===== config.mk =====
export PLATFORM = sky130hd
export DESIGN_NAME = alu_arbiter
export DESIGN_NICKNAME = d
export VERILOG_FILES = /design/src/rtl/alu_arbiter.sv
export SDC_FILE = /design/constraint.sdc
export NUM_CORES = 1
export LEC_CHECK = 0
export CORE_AREA = 4 4 116 118
export DETAILED_ROUTE_END_ITERATION = 7
export DIE_AREA = 0 0 120 122
export GPL_ROUTABILITY_DRIVEN = 0
export PLACE_DENSITY = 0.76
export SLEW_MARGIN = 20
export SYNTH_ARGS = -nofsm -noshare
export SYNTH_HDL_FRONTEND = slang
export SYNTH_SLANG_ARGS = --single-unit

===== constraint.sdc =====
create_clock -name clk -period 2 [get_ports clk]
set_input_delay 0.2 -clock clk [delete_from_list [all_inputs] [get_ports clk]]
set_output_delay 0.2 -clock clk [all_outputs]
set_load 0.02 [all_outputs]

===== src/rtl/alu_arbiter.sv =====
// Purpose: lets two requesters share one combinational ALU, with a one-entry response register per requester.
// Latency: a request accepted at clock edge N has its result registered and visible in cycle N+1; up to one op per cycle in total.
// Backpressure: a port is granted only when its response slot is empty or is being drained that cycle; a full, stalled slot holds its data.
module alu_arbiter #(
  parameter int WIDTH = 32,
  parameter int OPW   = 3
) (
  input  logic             clk,
  input  logic             rst_n,
  input  logic             req_valid_0,
  input  logic             req_valid_1,
  output logic             req_ready_0,
  output logic             req_ready_1,
  input  logic [OPW-1:0]   req_opcode_0,
  input  logic [OPW-1:0]   req_opcode_1,
  input  logic [WIDTH-1:0] req_left_0,
  input  logic [WIDTH-1:0] req_left_1,
  input  logic [WIDTH-1:0] req_right_0,
  input  logic [WIDTH-1:0] req_right_1,
  output logic             resp_valid_0,
  output logic             resp_valid_1,
  input  logic             resp_ready_0,
  input  logic             resp_ready_1,
  output logic [WIDTH-1:0] resp_data_0,
  output logic [WIDTH-1:0] resp_data_1,
  output logic [OPW-1:0]   alu_opcode,
  output logic [WIDTH-1:0] alu_left,
  output logic [WIDTH-1:0] alu_right,
  input  logic [WIDTH-1:0] alu_result
);

  // Port that won the most recent grant; resets to 1 so port 0 wins the first conflict.
  logic last_grant;

  logic avail_0, avail_1;
  logic elig_0, elig_1;
  logic grant_0, grant_1;

  // Round-robin arbitration between ports whose slot can accept a result this cycle.
  always_comb begin
    avail_0 = 1'b0;
    avail_1 = 1'b0;
    elig_0  = 1'b0;
    elig_1  = 1'b0;
    grant_0 = 1'b0;
    grant_1 = 1'b0;
    // A full slot being drained this cycle counts as free, so a port can keep issuing every cycle.
    avail_0 = !resp_valid_0 || resp_ready_0;
    avail_1 = !resp_valid_1 || resp_ready_1;
    elig_0  = req_valid_0 && avail_0;
    elig_1  = req_valid_1 && avail_1;
    // Grants are held off while reset is asserted so no request is accepted during reset.
    grant_0 = rst_n && elig_0 && (!elig_1 || last_grant);
    grant_1 = rst_n && elig_1 && (!elig_0 || !last_grant);
  end

  assign req_ready_0 = grant_0;
  assign req_ready_1 = grant_1;

  // Route the winner's operands to the ALU; with no grant, port 0's inputs pass through unused.
  always_comb begin
    alu_opcode = req_opcode_0;
    alu_left   = req_left_0;
    alu_right  = req_right_0;
    if (grant_1) begin
      alu_opcode = req_opcode_1;
      alu_left   = req_left_1;
      alu_right  = req_right_1;
    end
  end

  // Round-robin pointer moves only when something is granted; idle cycles keep it.
  always_ff @(posedge clk or negedge rst_n) begin
    if (!rst_n) begin
      last_grant <= 1'b1;
    end else if (grant_0) begin
      last_grant <= 1'b0;
    end else if (grant_1) begin
      last_grant <= 1'b1;
    end
  end

  // Response slot 0: capture on grant (also when draining the same cycle), otherwise clear on drain.
  always_ff @(posedge clk or negedge rst_n) begin
    if (!rst_n) begin
      resp_valid_0 <= 1'b0;
      resp_data_0  <= '0;
    end else if (grant_0) begin
      resp_valid_0 <= 1'b1;
      resp_data_0  <= alu_result;
    end else if (resp_ready_0) begin
      resp_valid_0 <= 1'b0;
    end
  end

  // Response slot 1: capture on grant (also when draining the same cycle), otherwise clear on drain.
  always_ff @(posedge clk or negedge rst_n) begin
    if (!rst_n) begin
      resp_valid_1 <= 1'b0;
      resp_data_1  <= '0;
    end else if (grant_1) begin
      resp_valid_1 <= 1'b1;
      resp_data_1  <= alu_result;
    end else if (resp_ready_1) begin
      resp_valid_1 <= 1'b0;
    end
  end

endmodule


==> results of run 1 <==
-- cells in the final DEF (no fill, tap or decap) --
master | synthesis | routed
clkinv_4 | 0 | 1
buf_12 | 0 | 6
nand2_4 | 0 | 1
buf_16 | 0 | 3
clkbuf_8 | 0 | 2
inv_2 | 1 | 1
and2_1 | 1 | 1
clkbuf_16 | 0 | 10
mux2_2 | 98 | 73
nand2_1 | 4 | 3
dfrtp_1 | 66 | 66
o21ai_0 | 1 | 1
clkinv_2 | 0 | 2
a211oi_4 | 1 | 1
buf_6 | 4 | 40
dfstp_2 | 1 | 1
nor2b_4 | 1 | 1
clkbuf_1 | 0 | 1
nor2b_1 | 1 | 1
clkdlybuf4s50_1 | 0 | 236
or2_2 | 1 | 1
buf_2 | 8 | 30
buf_4 | 1 | 13
clkbuf_2 | 0 | 1
nand2b_1 | 1 | 1
bufinv_16 | 0 | 1
mux2_4 | 0 | 31
o211ai_4 | 0 | 1
mux2_1 | 33 | 27
-- path summary, 6_finish.rpt --
path | slack (ns) | start | end
setup / recovery | -0.21 | last_grant | alu_right[14]
max in group asynchronous | 1.23 | rst_n | resp_data_0[21]
hold / removal | 0.18 | rst_n | resp_data_0[1]
min in group clk | 0.37 | rst_n | last_grant
hold reg to reg | 0.48 | resp_data_0[16] | resp_data_0[16]
setup reg to reg | 0.15 | last_grant | resp_data_0[30]
-- where the power goes --
| group | internal [mW] | switching [mW] |
|---|---|---|
| clock network | 1.03 | 0.555 |
| logic | 1.54 | 1.23 |
| registers | 1.71 | 0.180 |
-- cells by family (layout without fill, tap and decap cells) --
logic type | Yosys count | after routing | share of synthesized area, %
muxes | 131 | 131 | 44.2
DFF | 67 | 67 | 50.2
buffers and inverters | 14 | 347 | 2.88
and+or+nand+nor | 9 | 9 | 1.61
AOI/OAI and AO/OA | 3 | 3 | 1.12
-- synth_stat cells --
library cell | instances | share of area [%]
mux2_2 | 98 | 33
dfrtp_1 | 66 | 49
mux2_1 | 33 | 11
buf_2 | 8 | 1.2
buf_6 | 4 | 1.3
nand2_1 | 4 | 0.45
a211oi_4 | 1 | 0.60
and2_1 | 1 | 0.19
buf_4 | 1 | 0.22
dfstp_2 | 1 | 0.79
inv_2 | 1 | 0.11
nand2b_1 | 1 | 0.19
nor2b_1 | 1 | 0.19
nor2b_4 | 1 | 0.41
o211ai_2 | 1 | 0.37
o21ai_0 | 1 | 0.15
or2_2 | 1 | 0.19
-- layout make-up --
type                            instances  area [µm²]
Sequential cell                        67        1680
Clock buffer                           12         256
Multi-Input combinational cell        143        1700
Inverter                                1        3.75
Clock inverter                          4        48.8
Tap cell                              172         215
Timing Repair Buffer                  330        3290
Fill cell                            1011        5270
-- registers in the layout (all words and copies together), names as in the netlist --
name	flops
resp_valid_0	1
last_grant	1
resp_data_1	32
resp_data_0	32
resp_valid_1	1
-- layer usage --
metal	global-route usage, %	vias to the layer above	wire length (µm)
li1	-	1465	-
met1	20.8	1534	5430
met2	32.5	176	7490
met3	9.24	20	1550
met4	5.73	0	238
met5	0	-	0
-- critical path: stages, from the launching register on --
cell	delay, ns
dfstp_2	0.56
nand2_4	0.06
o211ai_4	0.18
buf_6	0.19
buf_12	0.16
mux2_2	0.35
buf_2	0.16
-- repair_timing --
action	4_1_cts	5_1_grt
resized for setup	377	13
cloned	5	1
pin swaps	1	1
buffers inserted	7	0
endpoints found under the setup margin	69	69
-- per-stage QoR --
stage	std cells	setup WS [ns]	total power, mW	hold WS, ns	utilization [%]
final	729	-0.207	6.25	0.183	57.7
after CTS	730	-0.273	6.33	0.236	57.8
after global routing	729	-0.264	6.55	0.286	57.7
after floorplan	224	0.157	3.06	-0.0956	-
after detailed placement	703	-0.505	4.59	0.475	53.4
after global placement	703	-0.484	4.55	0.467	53.4
==> flow_metrics.tcl, run 1 <==
set metrics [dict create \
    status "complete, but fails checks" \
    violations "negative setup slack" \
    clock_latency_ns 0.32 \
    rsz0062_at_grt "true" \
    vias 3195 \
    ys_seq_area_share_pct 50.2 \
    cts_num_sinks 67 \
    leakage_nw 3.14 \
    post_drt_wl_per_cell_um 20.2 \
    grt_pass1_vias 3495 \
    cp.required_ns 1.80 \
    cts_tree "yes" \
    hold_buffers 0 \
    cellPowerDensity_nw_per_um2 868 \
    die_area_um2 14600 \
    core-area_um2 12500 \
    setup_tns_ns -10.33 \
    diodes 0 \
    crit_fanout 11 \
    overflow 0 \
    synthesis.nets 396 \
    fp.dieW_um 120 \
    drt-pass1-iter-count 4 \
    wl_mm 14.7 \
    ant_nets 0 \
    relSlewSlack_pct 43.2 \
    cp.arrival_ns 2.01 \
    clock_path_buffers 2 \
    finalCritPeriodShare_pct 110 \
    rr_worst_depth 5 \
    hold_viol 0 \
    vdd_drop_max_mv 0.604 \
    die_y_um 122 \
    synth_area_um2 3340 \
    worst_slack_ns -0.207 \
    grt_pass1_wl_mm 21.0 \
    fin_crit_ns 2.21 \
    ios 307 \
    syn_to_final_growth_pct 115 \
    placedInstanceArea_um2 6660 \
    worstMarginPinSlew_ns 0.851 \
    skew_ns 0.00493 \
    crit_path_start_kind "register" \
    antenna_found_initial 0 \
    syn_area_per_cell_um2 14.9 \
    cts_max_level 3 \
    path_clk_slew_ns 0.06 \
    cts_buffers 9 \
    crit_type "reg -> out" \
    ys_types 17 \
    initial_core_util_pct 26.8 \
    grt_max_degree 68 \
    via_per_inst 4.38 \
    drt-initial-drc-count 135 \
    synth_seq_cells 67 \
    grt_usage_pct 19.0 \
    cap_viol_max_count 0 \
    root_buffer "clkbuf_16" \
    remaining_drc_errors 0 \
    dpl.hpwl_mm 11.4 \
    fin_area_um2 7190 \
    critPathCaptureType "output pin" \
    drive_above_1_share_pct 39.5 \
    num-nets-final 724 \
    portBuffers 306 \
    maxSlewViolCount 0 \
    setup_viol 67 \
    row_count 41 \
    fmax_mhz 453 \
    netlist_instances 224 \
    worst_hold_path_type "in -> async" \
    yosys_warnings 0 \
]
No activity file was read; power rests on OpenSTA's default activity.
==> run 2, diff against run 1 <==
--- a/config.mk
+++ b/config.mk
@@ -6,9 +6,11 @@
 export NUM_CORES = 1
 export LEC_CHECK = 0
 export CORE_AREA = 4 4 116 118
+export CTS_CLUSTER_SIZE = 10
 export DETAILED_ROUTE_END_ITERATION = 7
 export DIE_AREA = 0 0 120 122
 export GPL_ROUTABILITY_DRIVEN = 0
+export HOLD_SLACK_MARGIN = 0.05
 export PLACE_DENSITY = 0.76
 export SLEW_MARGIN = 20
 export SYNTH_ARGS = -nofsm -noshare
==> results of run 2 <==
Final layout, timing and power as in run 1 (identical DEF).
